[src/rtl/cache_controller.sv]
// cache_controller: sequencing FSM beside the cache datapath.
//
// Accepts load/store requests, drives the datapath control strobes (lookup, hit write,
// victim writeback, line fill, metadata updates) and runs the word-by-word higher-memory
// handshake during miss recovery. Also keeps saturating hit/miss/writeback counters.
//
// Parameters:
//   READ_ONLY  : 1 = no stores, no dirty tracking, no writeback path (I-cache)
//   STAT_WIDTH : width of each statistics counter
// Ports:
//   clk, reset_n              : clock, synchronous active-low reset
//   req_valid/req_is_store    : upstream request (held until req_fulfilled)
//   req_fulfilled             : one-cycle completion pulse
//   hmem_req_*                : higher-memory word handshake
//   valid_block_match, valid_dirty_bit, counter_done : datapath status
//   miss_recovery_mode .. decrement_counter          : datapath strobes
//   hit_count, miss_count, writeback_count           : saturating statistics
module cache_controller #(
  parameter bit          READ_ONLY  = 1'b0,
  parameter int unsigned STAT_WIDTH = 32
) (
  input  logic                  clk,
  input  logic                  reset_n,
  input  logic                  req_valid,
  input  logic                  req_is_store,
  output logic                  req_fulfilled,
  output logic                  hmem_req_valid,
  output logic                  hmem_req_is_store,
  input  logic                  hmem_req_fulfilled,
  input  logic                  valid_block_match,
  input  logic                  valid_dirty_bit,
  input  logic                  counter_done,
  output logic                  miss_recovery_mode,
  output logic                  process_lru_counters,
  output logic                  perform_write,
  output logic                  set_selected_dirty_bit,
  output logic                  clear_selected_dirty_bit,
  output logic                  clear_selected_valid_bit,
  output logic                  finish_new_line_install,
  output logic                  set_hmem_block_address,
  output logic                  use_victim_tag_for_hmem_block_address,
  output logic                  reset_counter,
  output logic                  decrement_counter,
  output logic [STAT_WIDTH-1:0] hit_count,
  output logic [STAT_WIDTH-1:0] miss_count,
  output logic [STAT_WIDTH-1:0] writeback_count
);

  localparam logic [1:0] StIdle      = 2'd0;
  localparam logic [1:0] StCompare   = 2'd1;
  localparam logic [1:0] StWriteback = 2'd2;
  localparam logic [1:0] StFill      = 2'd3;

  logic [1:0] state_q, state_d;
  logic [STAT_WIDTH-1:0] hit_count_q, hit_count_d;
  logic [STAT_WIDTH-1:0] miss_count_q, miss_count_d;
  logic [STAT_WIDTH-1:0] writeback_count_q, writeback_count_d;
  logic hit_inc, miss_inc, wb_inc;

  always_comb begin
    state_d                               = state_q;
    hit_inc                               = 1'b0;
    miss_inc                              = 1'b0;
    wb_inc                                = 1'b0;
    req_fulfilled                         = 1'b0;
    hmem_req_valid                        = 1'b0;
    hmem_req_is_store                     = 1'b0;
    miss_recovery_mode                    = 1'b0;
    process_lru_counters                  = 1'b0;
    perform_write                         = 1'b0;
    set_selected_dirty_bit                = 1'b0;
    clear_selected_dirty_bit              = 1'b0;
    clear_selected_valid_bit              = 1'b0;
    finish_new_line_install               = 1'b0;
    set_hmem_block_address                = 1'b0;
    use_victim_tag_for_hmem_block_address = 1'b0;
    reset_counter                         = 1'b0;
    decrement_counter                     = 1'b0;

    unique case (state_q)
      StIdle: begin
        if (req_valid) state_d = StCompare;
      end

      StCompare: begin
        if (!req_valid) begin
          // Request withdrawn: drop back silently.
          state_d = StIdle;
        end else if (READ_ONLY && req_is_store) begin
          // Stores are acknowledged but otherwise ignored in a read-only cache.
          req_fulfilled = 1'b1;
          state_d       = StIdle;
        end else if (valid_block_match) begin
          req_fulfilled        = 1'b1;
          process_lru_counters = 1'b1;
          hit_inc              = 1'b1;
          if (req_is_store) begin
            perform_write          = 1'b1;
            set_selected_dirty_bit = 1'b1;
          end
          state_d = StIdle;
        end else begin
          miss_inc               = 1'b1;
          miss_recovery_mode     = 1'b1;
          set_hmem_block_address = 1'b1;
          reset_counter          = 1'b1;
          if (!READ_ONLY && valid_dirty_bit) begin
            use_victim_tag_for_hmem_block_address = 1'b1;
            state_d                               = StWriteback;
          end else begin
            // Invalidate up front so an abandoned fill never leaves a stale valid line.
            clear_selected_valid_bit = 1'b1;
            state_d                  = StFill;
          end
        end
      end

      StWriteback: begin
        miss_recovery_mode = 1'b1;
        hmem_req_valid     = 1'b1;
        hmem_req_is_store  = 1'b1;
        if (hmem_req_fulfilled) begin
          if (counter_done) begin
            clear_selected_dirty_bit = 1'b1;
            clear_selected_valid_bit = 1'b1;
            // Re-latch the block address with the request tag for the fill.
            set_hmem_block_address   = 1'b1;
            reset_counter            = 1'b1;
            wb_inc                   = 1'b1;
            state_d                  = StFill;
          end else begin
            decrement_counter = 1'b1;
          end
        end
      end

      StFill: begin
        miss_recovery_mode = 1'b1;
        hmem_req_valid     = 1'b1;
        if (hmem_req_fulfilled) begin
          perform_write = 1'b1;
          if (counter_done) begin
            finish_new_line_install = 1'b1;
            // Replay the lookup; it hits and completes the request.
            state_d                 = StCompare;
          end else begin
            decrement_counter = 1'b1;
          end
        end
      end

      default: state_d = StIdle;
    endcase
  end

  // Saturating counters: hold at all-ones instead of wrapping.
  always_comb begin
    hit_count_d       = hit_count_q;
    miss_count_d      = miss_count_q;
    writeback_count_d = writeback_count_q;
    if (hit_inc && (hit_count_q != '1)) begin
      hit_count_d = hit_count_q + STAT_WIDTH'(1);
    end
    if (miss_inc && (miss_count_q != '1)) begin
      miss_count_d = miss_count_q + STAT_WIDTH'(1);
    end
    if (wb_inc && (writeback_count_q != '1)) begin
      writeback_count_d = writeback_count_q + STAT_WIDTH'(1);
    end
  end

  always_ff @(posedge clk) begin
    if (!reset_n) begin
      state_q           <= StIdle;
      hit_count_q       <= '0;
      miss_count_q      <= '0;
      writeback_count_q <= '0;
    end else begin
      state_q           <= state_d;
      hit_count_q       <= hit_count_d;
      miss_count_q      <= miss_count_d;
      writeback_count_q <= writeback_count_d;
    end
  end

  assign hit_count       = hit_count_q;
  assign miss_count      = miss_count_q;
  assign writeback_count = writeback_count_q;

endmodule

[config.mk]
export PLATFORM = sky130hd
export DESIGN_NAME = cache_controller
export DESIGN_NICKNAME = d
export VERILOG_FILES = /design/src/rtl/cache_controller.sv
export SDC_FILE = /design/constraint.sdc
export NUM_CORES = 1
export LEC_CHECK = 0
export ABC_AREA = 1
export BUFFER_PORTS_ARGS = -buffer_cell sky130_fd_sc_hd__buf_2
export CAP_MARGIN = 40
export CORE_ASPECT_RATIO = 2
export CORE_MARGIN = 1.5
export CORE_UTILIZATION = 25
export DETAILED_ROUTE_END_ITERATION = 8
export SYNTH_ARGS = -nofsm -noshare
export SYNTH_HDL_FRONTEND = slang
export SYNTH_SLANG_ARGS = --single-unit
[constraint.sdc]
create_clock -name clk -period 2.4 [get_ports clk]
set_clock_uncertainty 0.05 [all_clocks]
set_input_delay 0.24 -clock clk [delete_from_list [all_inputs] [get_ports clk]]
set_output_delay 0.24 -clock clk [all_outputs]
set_load 0.005 [all_outputs]
==> run_summary.xml, run 1 <==
<?xml version="1.0" encoding="UTF-8"?>
<metrics>
  <group name="sta">
    <metric name="hold_viol_final" unit="">0</metric>
    <metric name="drv_slew" unit="">0</metric>
    <metric name="timing.max_slew.rel_slack" unit="%">40.3</metric>
    <metric name="max_freq" unit="MHz">442</metric>
    <metric name="unrepaired_setup_endpoints_after_global_routing" unit="">yes</metric>
    <metric name="post-route-worst-setup-slack" unit="ns">0.140</metric>
    <metric name="hold_slack" unit="ns">0.172</metric>
    <metric name="post-route-min-period" unit="ns">2.26</metric>
    <metric name="setup-violations-final" unit="">0</metric>
    <metric name="worst_pin_slew" unit="ns">0.896</metric>
    <metric name="final.period_utilization" unit="%">94.2</metric>
  </group>
  <group name="cells_and_area">
    <metric name="antenna-diode-count" unit="">0</metric>
    <metric name="mostFrequentLayoutCell" unit="">sky130_fd_sc_hd__nand2_1</metric>
    <metric name="final_layout_size_suffix_gt1_share" unit="%">17.3</metric>
    <metric name="layout.nets" unit="">1154</metric>
    <metric name="num-fill-cells" unit="">2617</metric>
    <metric name="layout-area-overhead-vs-synth" unit="%">23.0</metric>
    <metric name="final_cell_area" unit="mm²">0.00742</metric>
    <metric name="regArea" unit="mm²">0.00196</metric>
    <metric name="multi_input_comb_area" unit="mm²">0.00355</metric>
    <metric name="layout.cells.most_common_list" unit="">297 x sky130_fd_sc_hd__nand2_1, 232 x sky130_fd_sc_hd__nor2_1, 117 x sky130_fd_sc_hd__buf_2, 98 x sky130_fd_sc_hd__inv_1, 98 x sky130_fd_sc_hd__dfxtp_1</metric>
  </group>
  <group name="synth">
    <metric name="combined_area_of_all_synthesized_cells" unit="mm²">0.00603</metric>
    <metric name="yosys_most_used_dff" unit="">sky130_fd_sc_hd__dfxtp_1</metric>
    <metric name="post_synth_num_cell_types" unit="">35</metric>
    <metric name="synth_cells" unit="">1005</metric>
    <metric name="synth_top_cell_area_share" unit="%">32.5</metric>
    <metric name="yosys-top-cells-area" unit="">sky130_fd_sc_hd__dfxtp_1 33%, sky130_fd_sc_hd__nand2_1 18%, sky130_fd_sc_hd__nor2_1 14%</metric>
    <metric name="asyncSetResetFlopFracSynth" unit="%">0</metric>
    <metric name="synthesis.area_per_instance" unit="µm²">6.00</metric>
    <metric name="post-synth-top-area-cell" unit="">sky130_fd_sc_hd__dfxtp_1</metric>
    <metric name="synth.net_count" unit="">1022</metric>
    <metric name="synth_seq_cells" unit="">98</metric>
    <metric name="yosysSeqAreaShare" unit="%">32.5</metric>
    <metric name="yosys_warnings" unit="">0</metric>
    <metric name="synth-edff-count" unit="">0</metric>
  </group>
  <group name="placement">
    <metric name="place_ws" unit="ns">0.302</metric>
    <metric name="dpl_cell_area" unit="mm²">0.00705</metric>
    <metric name="place.detailed.hpwl" unit="mm">16.3</metric>
    <metric name="buffer_ports.inserted" unit="">117</metric>
    <metric name="gp_congestion" unit="">0.907</metric>
  </group>
  <group name="setup_path">
    <metric name="criticalPathCategory" unit="">reg2out</metric>
    <metric name="worstSetupEndpointType" unit="">output pin</metric>
    <metric name="startpoint_types" unit="">flip-flop</metric>
    <metric name="critical_path_peak_fanout" unit="">8</metric>
    <metric name="worst-endpoint-required" unit="ns">2.11</metric>
    <metric name="worstPathArrival" unit="ns">1.97</metric>
  </group>
  <group name="drt">
    <metric name="routed_wire_length_per_instance" unit="µm">14.6</metric>
    <metric name="finalWirelength" unit="mm">20.8</metric>
    <metric name="dr_total_vias" unit="">6668</metric>
    <metric name="dr.pass1.iters" unit="">5</metric>
    <metric name="drtAntennaViolNets" unit="">0</metric>
    <metric name="drc_errors" unit="">0</metric>
    <metric name="via_density" unit="">4.67</metric>
    <metric name="initialDrtViolationCount" unit="">359</metric>
  </group>
  <group name="global_routing">
    <metric name="grt_overflow_total" unit="">0</metric>
    <metric name="grt_pass1_wl" unit="mm">32.4</metric>
    <metric name="vias_in_the_first_global_route" unit="">6386</metric>
    <metric name="antenna_found_initial" unit="">0</metric>
    <metric name="grt_util_all_layers" unit="%">16.8</metric>
    <metric name="grt_max_degree" unit="">75</metric>
  </group>
  <group name="hold_path">
    <metric name="min_path_type" unit="">in2reg</metric>
  </group>
  <group name="outcome">
    <metric name="result_of_the_run" unit="">finished clean</metric>
  </group>
  <group name="floorplanning">
    <metric name="core_area" unit="mm²">0.0238</metric>
    <metric name="die_w" unit="µm">113</metric>
    <metric name="fp-row-count" unit="">80</metric>
    <metric name="io-pin-count" unit="">118</metric>
    <metric name="initial_core_util" unit="%">25.3</metric>
    <metric name="fp.dieH" unit="µm">223</metric>
    <metric name="dieArea" unit="mm²">0.0251</metric>
  </group>
  <group name="job">
    <metric name="max_cap_viol_count" unit="">0</metric>
  </group>
  <group name="clock_tree">
    <metric name="h-tree-depth" unit="">3</metric>
    <metric name="clock_sink_count" unit="">98</metric>
    <metric name="cts_hold_buffers" unit="">0</metric>
    <metric name="cts.path.max_buffers" unit="">2</metric>
    <metric name="clockRootBuffer" unit="">sky130_fd_sc_hd__clkbuf_16</metric>
    <metric name="cts_buffers" unit="">9</metric>
    <metric name="clock_insertion_delay_worst_skew" unit="ns">0.37</metric>
    <metric name="tritoncts" unit="">built</metric>
    <metric name="worst_setup_hold_path_clk_slew" unit="ns">0.08</metric>
  </group>
  <group name="pwr">
    <metric name="power-per-cell-area" unit="mW/mm²">538</metric>
    <metric name="power_leakage" unit="nW">3.27</metric>
    <metric name="max-vdd-ir-drop" unit="mV">0.290</metric>
  </group>
</metrics>
-- registers in the layout, indices dropped and copies added, names as in the netlist --
register         cells
hit_count           32
miss_count          32
writeback_count     32
state_q              2
-- final timing paths --
check                                end  slack, ns         startpoint  cells past startpoint
setup / recovery  set_hmem_block_address       0.14         state_q[0]                      6
hold reg to reg           miss_count[24]       0.46     miss_count[24]                      2
hold / removal            miss_count[24]       0.17  valid_block_match                      4
setup reg to reg     writeback_count[28]       0.28         state_q[0]                     12
-- repair_timing --
action | in CTS | in global routing
gates resized for setup | 0 | 1
endpoints found under the setup margin | 0 | 3
setup buffers | 0 | 3
-- critical path, cell delays in order, from the launching register on --
cell and delay (ns):
sky130_fd_sc_hd__dfxtp_1 0.35, sky130_fd_sc_hd__inv_1 0.13, sky130_fd_sc_hd__ha_1 0.26, sky130_fd_sc_hd__nand3_2 0.13
sky130_fd_sc_hd__buf_4 0.20, sky130_fd_sc_hd__a21oi_1 0.33, sky130_fd_sc_hd__buf_2 0.18
-- power breakdown --
part / internal [W] / leakage (nW) / switching [W]
clock: 0.00103 / 0.165 / 0.000714
combinational: 0.000192 / 2.31 / 0.000342
sequential: 0.00166 / 0.790 / 0.0000514
-- logic make-up after synthesis --
logic type / share of synthesized area, %
and+or+nand+nor: 45.8
buffers and inverters: 8.65
DFF: 32.5
AOI/OAI and AO/OA: 8.38
xor gates and xnor gates: 2.76
adders and majority gates: 1.87
-- cells in the mapped netlist, types with 2 or more instances --
cell type and number:
sky130_fd_sc_hd__a21oi_1 61, sky130_fd_sc_hd__a21oi_2 11, sky130_fd_sc_hd__a31oi_1 5, sky130_fd_sc_hd__buf_2 9, sky130_fd_sc_hd__buf_4 4, sky130_fd_sc_hd__buf_6 2, sky130_fd_sc_hd__clkbuf_1 13, sky130_fd_sc_hd__dfxtp_1 98
sky130_fd_sc_hd__ha_1 9, sky130_fd_sc_hd__inv_1 98, sky130_fd_sc_hd__inv_2 2, sky130_fd_sc_hd__nand2_1 297, sky130_fd_sc_hd__nand2_2 4, sky130_fd_sc_hd__nand3_1 77, sky130_fd_sc_hd__nand3b_1 4, sky130_fd_sc_hd__nand4_1 20
sky130_fd_sc_hd__nor2_1 232, sky130_fd_sc_hd__nor2_2 8, sky130_fd_sc_hd__nor2_4 2, sky130_fd_sc_hd__nor3_1 9, sky130_fd_sc_hd__nor3b_1 2, sky130_fd_sc_hd__o21ai_0 7, sky130_fd_sc_hd__o21bai_1 2, sky130_fd_sc_hd__xnor2_1 4
sky130_fd_sc_hd__xor2_1 15
-- stage by stage --
step | total power (W) | TNS (ns) | cells | util [%]
floorplan | 0.00208 | 0 | 1005 | -
global placement | 0.00227 | 0 | 1409 | 29.6
detailed placement | 0.00228 | 0 | 1410 | 29.6
CTS | 0.00403 | 0 | 1426 | 31.0
global route | 0.00419 | -0.00644 | 1429 | 31.1
finish | 0.00399 | 0 | 1429 | 31.1
-- area by class of cell --
cell class              instances  share of cell area [%]
multi-input cells             779                    47.9
flip-flops and latches         98                    26.4
repair buffers                149                    11.1
inverters                     100                    5.06
well taps                     287                    4.84
clock buffers                  10                    3.09
clock inverters                 6                    1.53
-- routing by layer --
| metal | wire length (µm) | vias to the layer above | share of wire (%) | GRT usage, % |
|---|---|---|---|---|
| met1 | 7450 | 3027 | 36 | 15.7 |
| met5 | 0 | - | 0 | 0 |
| met3 | 816 | 54 | 3.9 | 2.59 |
| met4 | 1170 | 0 | 5.6 | 12.0 |
| met2 | 11400 | 168 | 55 | 32.3 |
| li1 | - | 3419 | - | - |
Note: power is estimated with default switching activity, not from simulation.
==> run 2: changes to the inputs <==
Clock period 2.4 ns to 2.9 ns, I/O delays scaled along.
==> run_summary.xml, run 2 (same netlist as run 1, synthesis figures left out) <==
<?xml version="1.0" encoding="UTF-8"?>
<metrics>
  <group name="outcome">
    <metric name="result_of_the_run" unit="">finished clean</metric>
  </group>
  <group name="cells_and_area">
    <metric name="layout-area-overhead-vs-synth" unit="%">20.6</metric>
    <metric name="layout.cells.most_common_list" unit="">297 x sky130_fd_sc_hd__nand2_1, 232 x sky130_fd_sc_hd__nor2_1, 117 x sky130_fd_sc_hd__buf_2, 98 x sky130_fd_sc_hd__inv_1, 98 x sky130_fd_sc_hd__dfxtp_1</metric>
    <metric name="final_layout_size_suffix_gt1_share" unit="%">15.5</metric>
    <metric name="num-fill-cells" unit="">2689</metric>
    <metric name="mostFrequentLayoutCell" unit="">sky130_fd_sc_hd__nand2_1</metric>
    <metric name="final_core_util" unit="%">30.5</metric>
    <metric name="layout.nets" unit="">1130</metric>
    <metric name="regArea" unit="mm²">0.00196</metric>
    <metric name="multi_input_comb_area" unit="mm²">0.00355</metric>
    <metric name="antenna-diode-count" unit="">0</metric>
  </group>
  <group name="global_routing">
    <metric name="grt_util_all_layers" unit="%">16.3</metric>
    <metric name="antenna_found_initial" unit="">0</metric>
    <metric name="grt_pass1_wl" unit="mm">31.5</metric>
    <metric name="grt_max_degree" unit="">55</metric>
    <metric name="vias_in_the_first_global_route" unit="">6196</metric>
    <metric name="met2_usage" unit="%">30.6</metric>
    <metric name="met1_usage" unit="%">15.5</metric>
    <metric name="met3_layer_usage_reported_by_global_route" unit="%">3.57</metric>
    <metric name="top_usage_layer" unit="">met2</metric>
    <metric name="grt_overflow_total" unit="">0</metric>
  </group>
  <group name="pwr">
    <metric name="power-per-cell-area" unit="mW/mm²">463</metric>
    <metric name="max-vdd-ir-drop" unit="mV">0.214</metric>
    <metric name="finalPower" unit="W">0.00337</metric>
    <metric name="power_leakage" unit="nW">3.16</metric>
  </group>
  <group name="setup_path">
    <metric name="worstSetupEndpointType" unit="">output pin</metric>
    <metric name="timing.critical_path.mode_cell" unit="">sky130_fd_sc_hd__inv_1</metric>
    <metric name="worst-endpoint-required" unit="ns">2.56</metric>
    <metric name="max_stage_delay" unit="ns">0.42</metric>
    <metric name="crit_family" unit="">buffers and inverters</metric>
    <metric name="worstPathArrival" unit="ns">2.02</metric>
    <metric name="cp-endpoint" unit="">clear_selected_dirty_bit</metric>
    <metric name="setup.reg_to_reg.worst_slack" unit="ns">0.71</metric>
    <metric name="worst_r2r_path_depth" unit="">11</metric>
    <metric name="crit_path_top_delay_cell" unit="">sky130_fd_sc_hd__nor2_1</metric>
    <metric name="startpoint_types" unit="">flip-flop</metric>
    <metric name="cell_by_cell_listing_of_the_critical_path" unit="">inv_1 &gt; ha_1 &gt; inv_1 &gt; nor2_1 &gt; buf_4 &gt; buf_2</metric>
    <metric name="cp-startpoint" unit="">state_q[0]</metric>
    <metric name="crit-reg2reg-launch" unit="">state_q[0]</metric>
    <metric name="logic_depth_of_the_worst_path_buffers_included" unit="">6</metric>
    <metric name="timing.rr.end" unit="">writeback_count[28]</metric>
    <metric name="cp_num_buf_inv" unit="">4</metric>
    <metric name="critical_path_peak_fanout" unit="">8</metric>
    <metric name="criticalPathCategory" unit="">reg2out</metric>
  </group>
  <group name="sta">
    <metric name="max_freq" unit="MHz">424</metric>
    <metric name="fin_setup_tns" unit="ns">0</metric>
    <metric name="unrepaired_setup_endpoints_after_global_routing" unit="">no</metric>
    <metric name="post-route-min-period" unit="ns">2.36</metric>
    <metric name="hold_viol_final" unit="">0</metric>
    <metric name="worst_pin_slew" unit="ns">0.661</metric>
    <metric name="setup-violations-final" unit="">0</metric>
    <metric name="final.period_utilization" unit="%">81.3</metric>
    <metric name="timing.max_slew.rel_slack" unit="%">55.8</metric>
    <metric name="drv_slew" unit="">0</metric>
  </group>
  <group name="floorplanning">
    <metric name="io-pin-count" unit="">118</metric>
    <metric name="fp-row-count" unit="">80</metric>
    <metric name="core_area" unit="mm²">0.0238</metric>
    <metric name="initial_core_util" unit="%">25.3</metric>
    <metric name="dieArea" unit="mm²">0.0251</metric>
    <metric name="die_w" unit="µm">113</metric>
    <metric name="fp.dieH" unit="µm">223</metric>
  </group>
  <group name="clock_tree">
    <metric name="clockRootBuffer" unit="">sky130_fd_sc_hd__clkbuf_16</metric>
    <metric name="post-cts-setup-buffer-count" unit="">0</metric>
    <metric name="cts_hold_buffers" unit="">0</metric>
    <metric name="h-tree-depth" unit="">3</metric>
    <metric name="cts_buffers" unit="">9</metric>
    <metric name="tritoncts" unit="">built</metric>
    <metric name="worst_setup_hold_path_clk_slew" unit="ns">0.07</metric>
    <metric name="cts_resized" unit="">0</metric>
    <metric name="clock_insertion_delay_worst_skew" unit="ns">0.38</metric>
    <metric name="clock_sink_count" unit="">98</metric>
    <metric name="cts.path.max_buffers" unit="">2</metric>
  </group>
  <group name="hold_path">
    <metric name="min_path_type" unit="">in2reg</metric>
  </group>
  <group name="job">
    <metric name="max_cap_viol_count" unit="">0</metric>
  </group>
  <group name="drt">
    <metric name="via_density" unit="">4.68</metric>
    <metric name="dr_total_vias" unit="">6582</metric>
    <metric name="initialDrtViolationCount" unit="">313</metric>
    <metric name="dr.pass1.iters" unit="">5</metric>
    <metric name="routed_wire_length_per_instance" unit="µm">14.3</metric>
    <metric name="drtAntennaViolNets" unit="">0</metric>
    <metric name="drc_errors" unit="">0</metric>
    <metric name="finalWirelength" unit="mm">20.2</metric>
  </group>
  <group name="placement">
    <metric name="buffer_ports.inserted" unit="">117</metric>
    <metric name="place.detailed.hpwl" unit="mm">15.8</metric>
    <metric name="gp_congestion" unit="">0.941</metric>
  </group>
</metrics>
==> run 2: routing by layer <==
layer / up-vias / wire (µm)
met4: 0 / 1220
met3: 59 / 800
met2: 151 / 10700
met1: 2983 / 7460
met5: - / 0
li1: 3389 / -
==> run 2: report_power, final <==
part / internal [W] / switching [W] / leakage (nW)
logic: 0.000151 / 0.000281 / 2.20
registers: 0.00138 / 0.0000403 / 0.790
clock network: 0.000934 / 0.000584 / 0.173
total: 0.00246 / 0.000906 / 3.16
==> run 2: area by class of cell <==
class | instances | area share, %
inverters | 100 | 5.16
repair buffers | 125 | 9.15
clock inverters | 6 | 1.87
well taps | 287 | 4.93
multi-input cells | 779 | 48.8
clock buffers | 10 | 3.15
flip-flops and latches | 98 | 27.0
==> run 2: worst min-delay path, stage by stage <==
cell and delay [ns]:
sky130_fd_sc_hd__buf_2 0.09, sky130_fd_sc_hd__nor2_2 0.09, sky130_fd_sc_hd__nand4_1 0.10, sky130_fd_sc_hd__a21oi_1 0.06
==> run 2: per-stage QoR <==
step	setup slack (ns)	hold WS, ns	std cells	instance area (µm²)
final	0.543	0.243	1405	7280
after global routing	0.412	0.265	1405	7280
after CTS	0.506	0.242	1405	7280
after detailed placement	0.736	0.445	1389	6910
after global placement	0.789	0.441	1388	6880
after floorplan	1.17	0.425	1005	6030
==> run 2: how the worst min path moves through the flow <==
stage                       from              to  slack, ns  cells past startpoint
6_report       valid_block_match  miss_count[24]       0.24                      4
5_1_grt        valid_block_match  miss_count[24]       0.27                      4
4_1_cts        valid_block_match  miss_count[24]       0.24                      4
3_5_place_dp      miss_count[24]  miss_count[24]       0.45                      2
3_3_place_gp      miss_count[24]  miss_count[24]       0.44                      2
2_1_floorplan     miss_count[24]  miss_count[24]       0.43                      2
